--- config.mk ---
export PLATFORM = sky130hd
export DESIGN_NAME = aes_inv_mix_column_iter
export DESIGN_NICKNAME = d
export VERILOG_FILES = /design/src/rtl/aes_inv_mix_column_iter.sv
export SDC_FILE = /design/constraint.sdc
export NUM_CORES = 1
export LEC_CHECK = 0
export CAP_MARGIN = 20
export CELL_PAD_IN_SITES_DETAIL_PLACEMENT = 2
export CELL_PAD_IN_SITES_GLOBAL_PLACEMENT = 2
export CORE_MARGIN = 2
export CORE_UTILIZATION = 31
export CTS_CLUSTER_DIAMETER = 40
export DETAILED_ROUTE_END_ITERATION = 16
export GPL_TIMING_DRIVEN = 0
export PLACE_DENSITY_LB_ADDON = 0.25
export SLEW_MARGIN = 40
export SYNTH_ARGS = -nofsm -noshare
export SYNTH_HDL_FRONTEND = slang
export SYNTH_SLANG_ARGS = --single-unit
--- constraint.sdc ---
create_clock -name clk_i -period 3.4 [get_ports clk_i]
set_input_delay 0.51 -clock clk_i [delete_from_list [all_inputs] [get_ports clk_i]]
set_output_delay 0.51 -clock clk_i [all_outputs]
set_load 0.01 [all_outputs]
--- src/rtl/aes_inv_mix_column_iter.sv ---
`default_nettype none
// ============================================================================
// Module      : aes_inv_mix_column_iter
// Description : Iterative InvMixColumns for the AES decrypt datapath.
//               Accepts a 128-bit state over valid/ready, transforms
//               COLS_PER_CYCLE columns per BUSY cycle and holds the result
//               until downstream accepts it. A bypass input passes the state
//               through unchanged for the final decrypt round.
// Revision    : 1.0 - initial release
// ============================================================================
module aes_inv_mix_column_iter #(
    // Columns transformed per BUSY cycle; legal values 1, 2, 4
    parameter int COLS_PER_CYCLE = 1
) (
    input  logic         clk_i,
    input  logic         rst_n,
    input  logic [127:0] state_i,
    input  logic         valid_i,
    input  logic         bypass_i,
    output logic         ready_o,
    output logic [127:0] state_o,
    output logic         valid_o,
    input  logic         ready_i
);

    localparam logic [1:0] c_idle = 2'd0;
    localparam logic [1:0] c_busy = 2'd1;
    localparam logic [1:0] c_done = 2'd2;

    // Column counter step; for 4 columns per cycle this truncates to 0,
    // so the single BUSY cycle always starts at and wraps back to column 0.
    localparam logic [1:0] c_step = 2'(COLS_PER_CYCLE);

    // Multiply by x in GF(2^8) modulo x^8 + x^4 + x^3 + x + 1
    function automatic logic [7:0] xtime(input logic [7:0] b);
        return {b[6:0], 1'b0} ^ (b[7] ? 8'h1b : 8'h00);
    endfunction

    // Inverse-mix one column; byte 0 (row 0) sits in the top bits
    function automatic logic [31:0] inv_mix(input logic [31:0] col);
        logic [7:0] a  [4];
        logic [7:0] x2 [4];
        logic [7:0] x4 [4];
        logic [7:0] x8 [4];
        logic [7:0] m9 [4];
        logic [7:0] mb [4];
        logic [7:0] md [4];
        logic [7:0] me [4];
        for (int r = 0; r < 4; r++) begin
            a[r]  = col[31-8*r -: 8];
            x2[r] = xtime(a[r]);
            x4[r] = xtime(x2[r]);
            x8[r] = xtime(x4[r]);
            m9[r] = x8[r] ^ a[r];
            mb[r] = x8[r] ^ x2[r] ^ a[r];
            md[r] = x8[r] ^ x4[r] ^ a[r];
            me[r] = x8[r] ^ x4[r] ^ x2[r];
        end
        return {me[0] ^ mb[1] ^ md[2] ^ m9[3],
                me[1] ^ mb[2] ^ md[3] ^ m9[0],
                me[2] ^ mb[3] ^ md[0] ^ m9[1],
                me[3] ^ mb[0] ^ md[1] ^ m9[2]};
    endfunction

    logic [1:0]   r_state;
    logic [127:0] r_work;
    logic [1:0]   r_col_cnt;

    logic         w_accept;
    logic         w_last;
    logic [127:0] w_work_nxt;
    logic [31:0]  w_cols     [4];
    logic [31:0]  w_cols_nxt [4];
    logic [1:0]   w_slot_idx [COLS_PER_CYCLE];
    logic [31:0]  w_slot_mix [COLS_PER_CYCLE];

    // Split the working state into its four columns
    genvar c;
    generate
        for (c = 0; c < 4; c++) begin : g_col
            assign w_cols[c] = r_work[127-32*c -: 32];
        end
    endgenerate

    // One mixer per column slot processed this cycle
    genvar k;
    generate
        for (k = 0; k < COLS_PER_CYCLE; k++) begin : g_slot
            assign w_slot_idx[k] = r_col_cnt + 2'(k);
            assign w_slot_mix[k] = inv_mix(w_cols[w_slot_idx[k]]);
        end
    endgenerate

    // Merge the freshly mixed columns back into the working state
    always_comb begin
        w_cols_nxt = w_cols;
        for (int s = 0; s < COLS_PER_CYCLE; s++) begin
            w_cols_nxt[w_slot_idx[s]] = w_slot_mix[s];
        end
        w_work_nxt = {w_cols_nxt[0], w_cols_nxt[1], w_cols_nxt[2], w_cols_nxt[3]};
    end

    assign w_last   = (2'(r_col_cnt + c_step) == 2'd0);
    assign ready_o  = (r_state == c_idle) | ((r_state == c_done) & ready_i);
    assign w_accept = valid_i & ready_o;
    assign valid_o  = (r_state == c_done);
    assign state_o  = r_work;

    // Control FSM plus working state and column counter
    always_ff @(posedge clk_i or negedge rst_n) begin
        if (!rst_n) begin
            r_state   <= c_idle;
            r_work    <= 128'd0;
            r_col_cnt <= 2'd0;
        end else if (w_accept) begin
            r_work    <= state_i;
            r_col_cnt <= 2'd0;
            r_state   <= bypass_i ? c_done : c_busy;
        end else begin
            case (r_state)
                c_busy: begin
                    r_work    <= w_work_nxt;
                    r_col_cnt <= r_col_cnt + c_step;
                    if (w_last) begin
                        r_state <= c_done;
                    end
                end
                c_done: begin
                    if (ready_i) begin
                        r_state <= c_idle;
                    end
                end
                default: r_state <= c_idle;
            endcase
        end
    end

endmodule
`default_nettype wire

# Yosys cells after proc, flatten, opt, wreduce, memory -nomap -nowiden
# Index checks and enable logic that the tools add are counted.
dict set report word_totals {
  register_bits 132
  output_inout_bits 130
}
dict set report classes {
  addsub 1
  order_cmp 2
  n_eq_ne 4
  mux 27
  n_bitwise 52
  reduce_logical 5
}
# op count
set ops {}
lappend ops {{$xor 8x8->8} 36}
lappend ops {{$mux 128} 2}
lappend ops {{$bwmux 128} 1}
lappend ops {{$mux 32} 3}
lappend ops {{$xor 8x5->8} 12}
lappend ops {{$bmux 32 s2} 1}
lappend ops {{$demux 32 s2} 1}
lappend ops {{$mux 5} 12}
lappend ops {{$mux 2} 6}
lappend ops {{$logic_not 2->1} 2}
lappend ops {{$pmux 2 s2} 1}
lappend ops {{$ge 3x3->1 const B} 1}
lappend ops {{$lt 3x1->1 const B} 1}
lappend ops {{$ne 3x1->1 const B} 1}
lappend ops {{$ne 3x3->1 const B} 1}
lappend ops {{$not 2->3} 1}
lappend ops {{$add 2x1->2 const B} 1}
lappend ops {{$and 1x1->1} 2}
lappend ops {{$eq 2x1->1 const B} 1}
lappend ops {{$eq 2x2->1 const B} 1}
lappend ops {{$reduce_and 2->1} 1}
lappend ops {{$reduce_bool 2->1} 1}
lappend ops {{$logic_and 1x1->1} 1}
lappend ops {{$or 1x1->1} 1}

# Longest topological paths before layout
# Gate-level depths: netlist of run 1.
dict set report depth {
  depth_word 18
  mapped_depth 11
}

# Worst setup path after synthesis of run 1
# OpenSTA, ideal clock, no wires.
dict set report synth_timing {
  path_kind {reg2reg}
  from {reg r_col_cnt[0]}
  to {reg r_work[4] (netlist: state_o[4])}
  setup_time_ps 78
  arrival_ps 2919
  setup_slack_ps 404
  path_stages_with_launch 9
  n_path_buf 2
  period_less_slack_ps 2996
  cell_sequence {dfrtp_1 -> buf_6 -> mux4_2 -> buf_6 -> xnor3_1 -> xor3_2 -> xnor2_2 -> xor3_1 -> a21oi_1}
}
dict set report synth_between {
  elab_chain_len 16
  word_cells_on_any_way 45
}
# element line_no
set synth_lines {}
lappend synth_lines {{start, declared} 67} ;# logic [1:0] r_col_cnt;
lappend synth_lines {{start signal, assigned} 123} ;# r_col_cnt <= r_col_cnt + c_step;
lappend synth_lines {{$not 2->3 (implied by the code) (*)} {90, 98}}
lappend synth_lines {{$bmux 32 s2} 90} ;# assign w_slot_mix[k] = inv_mix(w_cols[w_slot_idx[k]]);
lappend synth_lines {{$mux 32 (implied by the code) (2 in a row)} 90}
lappend synth_lines {{$xor 8x5->8} 36} ;# return {b[6:0], 1'b0} ^ (b[7] ? 8'h1b : 8'h00);
lappend synth_lines {{$mux 5 / $xor 8x5->8 (equally long branches)} 36}
lappend synth_lines {{$xor 8x5->8 / $mux 5 (equally long branches)} 36}
lappend synth_lines {{$xor 8x5->8} 36}
lappend synth_lines {{$xor 8x8->8 (on tied branches) (2 in a row)} {57, 55}}
lappend synth_lines {{$xor 8x8->8 (3 in a row)} 62} ;# me[3] ^ mb[0] ^ md[1] ^ m9[2]};
lappend synth_lines {{$bwmux 128 (*)} 98} ;# w_cols_nxt[w_slot_idx[s]] = w_slot_mix[s];
lappend synth_lines {{$mux 128 (*)} 120} ;# case (r_state)
lappend synth_lines {{$mux 128 (*)} 115} ;# end else if (w_accept) begin
lappend synth_lines {{end signal, assigned} 116} ;# r_work <= state_i;
lappend synth_lines {{end signal, assigned} 122} ;# r_work <= w_work_nxt;
lappend synth_lines {{end, declared} 66} ;# logic [127:0] r_work;
# Every way passes the cells marked *; elsewhere a longest branch is shown, timed or not. The select of a mux whose other input is x is not followed.
# A chain may end at the register's enable or synchronous reset.

# Worst setup path after layout of run 1
dict set report layout_timing {
  from {reg r_col_cnt[0]}
  to {reg r_work[99] (netlist: state_o[99])}
}
dict set report layout_between {
  elab_chain_len 16
  word_cells_on_any_way 44
}
# element line_no
set layout_lines {}
lappend layout_lines {{$not 2->3 (implied by the code) (*)} {90, 98}}
lappend layout_lines {{$bmux 32 s2} 90}
lappend layout_lines {{$mux 32 (implied by the code) (2 in a row)} 90}
lappend layout_lines {{$mux 5 / $xor 8x5->8 (equally long branches)} 36}
lappend layout_lines {{$xor 8x5->8} 36}
lappend layout_lines {{$xor 8x5->8 / $mux 5 (equally long branches)} 36}
lappend layout_lines {{$xor 8x5->8} 36}
lappend layout_lines {{$xor 8x8->8 (on tied branches) (2 in a row)} {57, 55}}
lappend layout_lines {{$xor 8x8->8 (3 in a row)} 62}
lappend layout_lines {{$bwmux 128 (*)} 98}
lappend layout_lines {{$mux 128 (*)} 120}
lappend layout_lines {{$mux 128 (*)} 115}
# Marked as above.

==> impl_metrics.csv, run 1 <==
group,metric,value,unit
placement,place_ws,-0.884,ns
worst_setup_path,cp_max_fo,11,
die,ioPinCount,263,
sta,setup_ws,-0.110,ns
placement,gp_congestion,0.919,
synthesis,ys_top_cells_by_area,"dfrtp_1 39%, xnor3_1 9.5%, a22oi_1 8.5%, mux4_2 8.2%, xnor2_1 8.1%",
global_route,grt-ovfl-total,0,
sta,tightestPinTransition,1.01,ns
drt,vias,8272,
drt,drc_errors,0,
die,die_height,170,um
worst_setup_path,rr_startpoint,"r_col_cnt[0]",
die,chipWidth,170,um
worst_setup_path,arrival,3.79,ns
global_route,grt_pass1_vias,8588,
sta,max_clock_freq,285,MHz
synthesis,synth_nets,827,
sta,skew,0.0152,ns
cts,cts_buffers,17,
global_route,grt_pass1_wl,60900,um
drt,ant_nets,0,
synthesis,synthesis.area,8510,um2
drt,firstDrtPassIters,6,
cts,root_buffer,"clkbuf_16",
sta,whs,0.0315,ns
die,dieArea,28800,um2
worst_hold_path,hold_class,"in -> async",
synthesis,yosysTopAreaCell,"dfrtp_1",
cts,cts_tree,"yes",
outcome,status,"finished with violations",
die,start_util,31.6,%
synthesis,yosysTopAreaCellShare,38.8,%
layout,drive_gt1_share,20.9,%
synthesis,synth_cell_type_count,34,
worst_setup_path,reg2reg_depth,11,
job,max_cap_viol_count,0,
cts,htreeDepth,4,
die,core_area,27000,um2
sta,finalSetupViolCount,16,
layout,final_cell_mix,"261 x clkdlybuf4s50_1, 132 x dfrtp_1, 96 x a22oi_1",
layout,area_growth_syn_to_layout,56.9,%
drt,drtIter0Drc,779,
placement,place_inst,1295,
global_route,antenna_found_initial,1,
cts,clk_latency,0.45,ns
synthesis,ys_seq_area_share,38.8,%
die,num_rows,60,
layout,multiInputGateArea,5370,um2
synthesis,syn-instance-count,690,
global_route,grt_max_degree,68,
synthesis,avgSynthCellArea,12.3,um2
worst_setup_path,regToRegEndpoint,"state_o[99]",
worst_setup_path,path_class,"reg -> reg",
synthesis,synth_warnings,0,
sta,drv_slew,0,
sta,period_needed,3.51,ns
sta,finalCritPeriodShare,103,%
cts,clock_sinks,132,
global_route,grtUsageTotal,29.6,%
cts,path_clk_slew,0.08,ns
layout,nets,1175,
synthesis,ys_seq_elements,132,
placement,portBuffers,262,
sta,slew_headroom,33.0,%
worst_setup_path,endpoint_kind,"flop",
worst_setup_path,required,3.68,ns
sta,rsz0062_at_grt,"yes",
layout,nFillCells,2605,
cts,cts_hold_buffers,0,
layout,register_area,3300,um2
drt,wl_per_cell,34.1,um
worst_setup_path,cp-start-kind,"flop",
cts,clock_path_buffers,2,
placement,dp_hpwl,29700,um
layout,final_cell_count_no_fill,1394,
sta,hold_viol,0,
worst_setup_path,rrSetupSlack,-0.11,ns
outcome,violations,"negative setup slack",
drt,vias_per_cell,5.93,
layout,final_common_cell,"clkdlybuf4s50_1",
drt,wl,47500,um
-- what timing repair did --
| action | in CTS | in global routing |
|---|---|---|
| gates cloned | 0 | 1 |
| pin swaps | 12 | 21 |
| buffers inserted | 14 | 49 |
| setup endpoints to repair | 126 | 91 |
| gates resized for setup | 51 | 35 |
-- synthesized netlist by cell type, drive strengths merged --
library cell and count:
dfrtp 132, o21ai 109, xnor2 100, a22oi 96, clkbuf 41, xnor3 38, a21oi 36, mux4 32
xor2 28, o22ai 22, buf 16, o21a 11, nand2 7, xor3 7, ha 4, nor2b 3
and2 2, inv 2, nand2b 1, nand3 1, nor2 1, o31ai 1
-- layer usage --
layer	track usage, %	vias to the layer above	wire length, um
met5	0	-	0
met4	8.47	0	2340
met3	6.25	132	3490
met2	51.3	489	23300
met1	37.3	4365	18400
li1	-	3286	-
-- worst max-delay path, stage by stage, from the launching register on --
cell	delay (ns)
dfrtp_1	0.39
buf_12	0.13
buf_16	0.16
buf_16	0.17
buf_16	0.15
buf_4	0.18
mux4_2	0.67
xor2_2	0.28
xnor3_1	0.38
xnor2_4	0.24
xnor2_2	0.35
o21ai_0	0.21
-- area by class of cell --
type / count / area share (%)
Multi-Input combinational cell: 499 / 40.2
Sequential cell: 132 / 24.7
Timing Repair Buffer: 329 / 24.1
Clock buffer: 19 / 3.32
Tap cell: 341 / 3.20
Buffer: 57 / 2.88
Clock inverter: 13 / 1.45
Inverter: 2 / 0.0562
Antenna cell: 2 / 0.0375
-- worst max-delay path by stage --
stage | from | to | slack, ns | depth (start not counted)
CTS | r_col_cnt[0] | state_o[53] | 0.00002 | 10
detailed placement | r_col_cnt[1] | state_o[25] | -0.88 | 11
global placement | rst_n | state_o[80] | -3.94 | 1
global route | r_col_cnt[0] | state_o[99] | -0.16 | 11
finish | r_col_cnt[0] | state_o[99] | -0.11 | 11
floorplan | r_col_cnt[0] | state_o[4] | 0.40 | 8
-- kinds of logic after synthesis --
family	Yosys count	synth area share, %
compound gates	275	19.7
xor+xnor	173	28.0
simple gates	15	0.853
flops	132	38.8
fa+ha+maj	4	0.588
mux	32	8.51
buf+inv	59	3.47
-- registers in the layout (all words and copies together), names as in the netlist --
signal     flops
state_o      128
r_col_cnt      2
r_state        2
-- metrics by stage --
stage | TNS, ns | area, um2 | utilization [%]
floorplan | 0 | 8510 | -
global placement | -569.04 | 11600 | 42.9
detailed placement | -59.31 | 11600 | 43.0
CTS | 0 | 12700 | 47.0
global route | -2.65 | 13300 | 49.5
finish | -0.498 | 13400 | 49.5
Power of run 1 is left out: the tool's default activity adds up to more than one toggle a clock period on the data nets, which glitch-free logic cannot reach.
==> run 2: changes to the inputs <==
--- a/config.mk
+++ b/config.mk
@@ -9,7 +9,7 @@
 export CELL_PAD_IN_SITES_DETAIL_PLACEMENT = 2
 export CELL_PAD_IN_SITES_GLOBAL_PLACEMENT = 2
 export CORE_MARGIN = 2
-export CORE_UTILIZATION = 31
+export CORE_UTILIZATION = 28
 export CTS_CLUSTER_DIAMETER = 40
 export DETAILED_ROUTE_END_ITERATION = 16
 export GPL_TIMING_DRIVEN = 0
==> constraint.sdc (replaced) <==
create_clock -name clk_i -period 3.16 [get_ports clk_i]
set_input_delay 0.474 -clock clk_i [delete_from_list [all_inputs] [get_ports clk_i]]
set_output_delay 0.474 -clock clk_i [all_outputs]
set_load 0.01 [all_outputs]
==> impl_metrics.csv, run 2 (same netlist as run 1, synthesis figures left out) <==
group,metric,value,unit
drt,firstDrtPassIters,6,
global_route,grtUsageMet2,46.5,%
cts,path_clk_slew,0.07,ns
sta,slew_headroom,34.4,%
placement,gp_congestion,0.871,
cts,clk_latency,0.45,ns
global_route,grt_pass1_vias,8860,
layout,largest_reg_flops,128,
global_route,use_met3,5.67,%
layout,drive_gt1_share,30.3,%
sta,rsz0062_at_grt,"yes",
layout,area_growth_syn_to_layout,67.7,%
worst_setup_path,arrival,3.72,ns
die,ioPinCount,263,
sta,finalCritPeriodShare,106,%
worst_hold_path,hold_class,"in -> async",
worst_setup_path,cp_max_fo,10,
outcome,status,"finished with violations",
drt,wl_per_cell,32.9,um
global_route,grt_max_degree,62,
layout,nets,1211,
die,chipWidth,178,um
die,dieArea,31800,um2
sta,finalSetupViolCount,85,
drt,vias_per_cell,5.53,
drt,drtIter0Drc,584,
sta,max_clock_freq,299,MHz
layout,nFillCells,2898,
cts,root_buffer,"clkbuf_16",
cts,clock_path_buffers,2,
worst_setup_path,required,3.54,ns
worst_setup_path,path_class,"reg -> reg",
global_route,grt-ovfl-total,0,
sta,drv_slew,0,
global_route,antenna_found_initial,1,
placement,dp_hpwl,30000,um
drt,vias,8174,
global_route,grtUsageTotal,27.8,%
layout,final_common_cell,"clkdlybuf4s50_1",
job,max_cap_viol_count,0,
die,core_area,29800,um2
die,num_rows,63,
drt,wl,48700,um
sta,setup_ws,-0.183,ns
drt,drc_errors,0,
global_route,grt_pass1_wl,62400,um
cts,cts_buffers,17,
sta,skew,0.0199,ns
placement,portBuffers,262,
drt,ant_nets,0,
worst_setup_path,cp-start-kind,"flop",
die,die_height,178,um
sta,hold_viol,0,
global_route,use_met1,36.1,%
global_route,globalRoute.busiestLayer,"met2",
layout,final_cell_mix,"261 x clkdlybuf4s50_1, 132 x dfrtp_1, 96 x a22oi_1",
outcome,violations,"negative setup slack",
layout,utilization,47.9,%
cts,htreeDepth,4,
sta,period_needed,3.34,ns
cts,cts_tree,"yes",
die,start_util,28.6,%
worst_setup_path,endpoint_kind,"flop",
sta,tightestPinTransition,0.984,ns
cts,clock_sinks,132,
[run 2: cell types whose count changed in the layout (fill, tap and decap cells not counted), moves of 12 or more]
cell and delta:
o21ai_0 -34, xnor2_1 -24, buf_4 +21, o21ai_1 +17, o21ai_2 +17, xnor3_1 -16, xnor3_2 +16, xnor2_2 +12
xnor2_4 +12
[run 2: per-stage QoR]
stage / TNS (ns) / instances / setup slack [ns] / cell area, um2 / hold slack [ns]
after detailed placement: -86.08 / 1344 / -1.06 / 11700 / 0.342
after global routing: -10.37 / 1478 / -0.211 / 14300 / 0.494
after floorplan: 0 / 690 / 0.164 / 8510 / 0.178
final: -6.34 / 1478 / -0.183 / 14300 / 0.478
after global placement: -627.28 / 1342 / -4.12 / 11600 / 0.511
after CTS: -0.325 / 1430 / -0.0601 / 13400 / 0.488
[run 2: final timing paths]
kind	from	end	slack, ns	cells after the start
setup / recovery	r_col_cnt[1]	state_o[2]	-0.18	11
hold / removal	rst_n	state_o[102]	0.48	2
setup reg to reg	r_col_cnt[1]	state_o[2]	-0.18	11
hold reg to reg	state_o[77]	state_o[77]	0.55	2
max in group asynchronous	rst_n	state_o[93]	2.06	3
min in group clk_i	state_o[77]	state_o[77]	0.55	2
[run 2: what timing repair did]
item                                   in CTS  in global routing
hold buffers                                1                  0
setup endpoints to repair                 128                114
endpoints found under the hold margin      22                  0
resized for setup                         102                126
cloned                                      2                  0
setup buffers                              54                 47
pin swaps                                  39                 79
[run 2: critical path, cell delays in order (launching register included)]
cell and delay, ns:
dfrtp_1 0.46, buf_8 0.20, buf_12 0.18, buf_12 0.19, buf_12 0.19, mux4_2 0.45
xnor2_4 0.28, buf_4 0.16, xor3_2 0.36, xnor3_2 0.48, o21ai_2 0.16, o21a_1 0.14
[run 2: layer usage]
layer,up-vias,part of all wire (%)
met5,-,0
met2,404,49
met4,0,3.9
met1,4300,40
li1,3368,-
met3,102,7.0
[run 2: cell type report]
| cell class | instances | area (um2) | share of cell area (%) |
|---|---|---|---|
| diodes | 1 | 2.50 | 0.0175 |
| plain buffers | 54 | 409 | 2.87 |
| clock buffers | 17 | 425 | 2.98 |
| clock inverters | 15 | 121 | 0.851 |
| inverters | 2 | 7.51 | 0.0526 |
| multi-input cells | 499 | 5840 | 41.0 |
| flip-flops and latches | 132 | 3300 | 23.2 |
| well taps | 390 | 488 | 3.42 |
| repair buffers | 368 | 3660 | 25.7 |
Power of run 2 is left out for the same reason.
==> run 3: changes to the inputs <==
--- a/config.mk
+++ b/config.mk
@@ -5,6 +5,7 @@
 export SDC_FILE = /design/constraint.sdc
 export NUM_CORES = 1
 export LEC_CHECK = 0
+export ABC_AREA = 0
 export CAP_MARGIN = 20
 export CELL_PAD_IN_SITES_DETAIL_PLACEMENT = 2
 export CELL_PAD_IN_SITES_GLOBAL_PLACEMENT = 2
==> results of run 3 <==
The final DEF is identical to that of run 2; final timing and power are the same.
Power of run 3 is left out for the same reason.
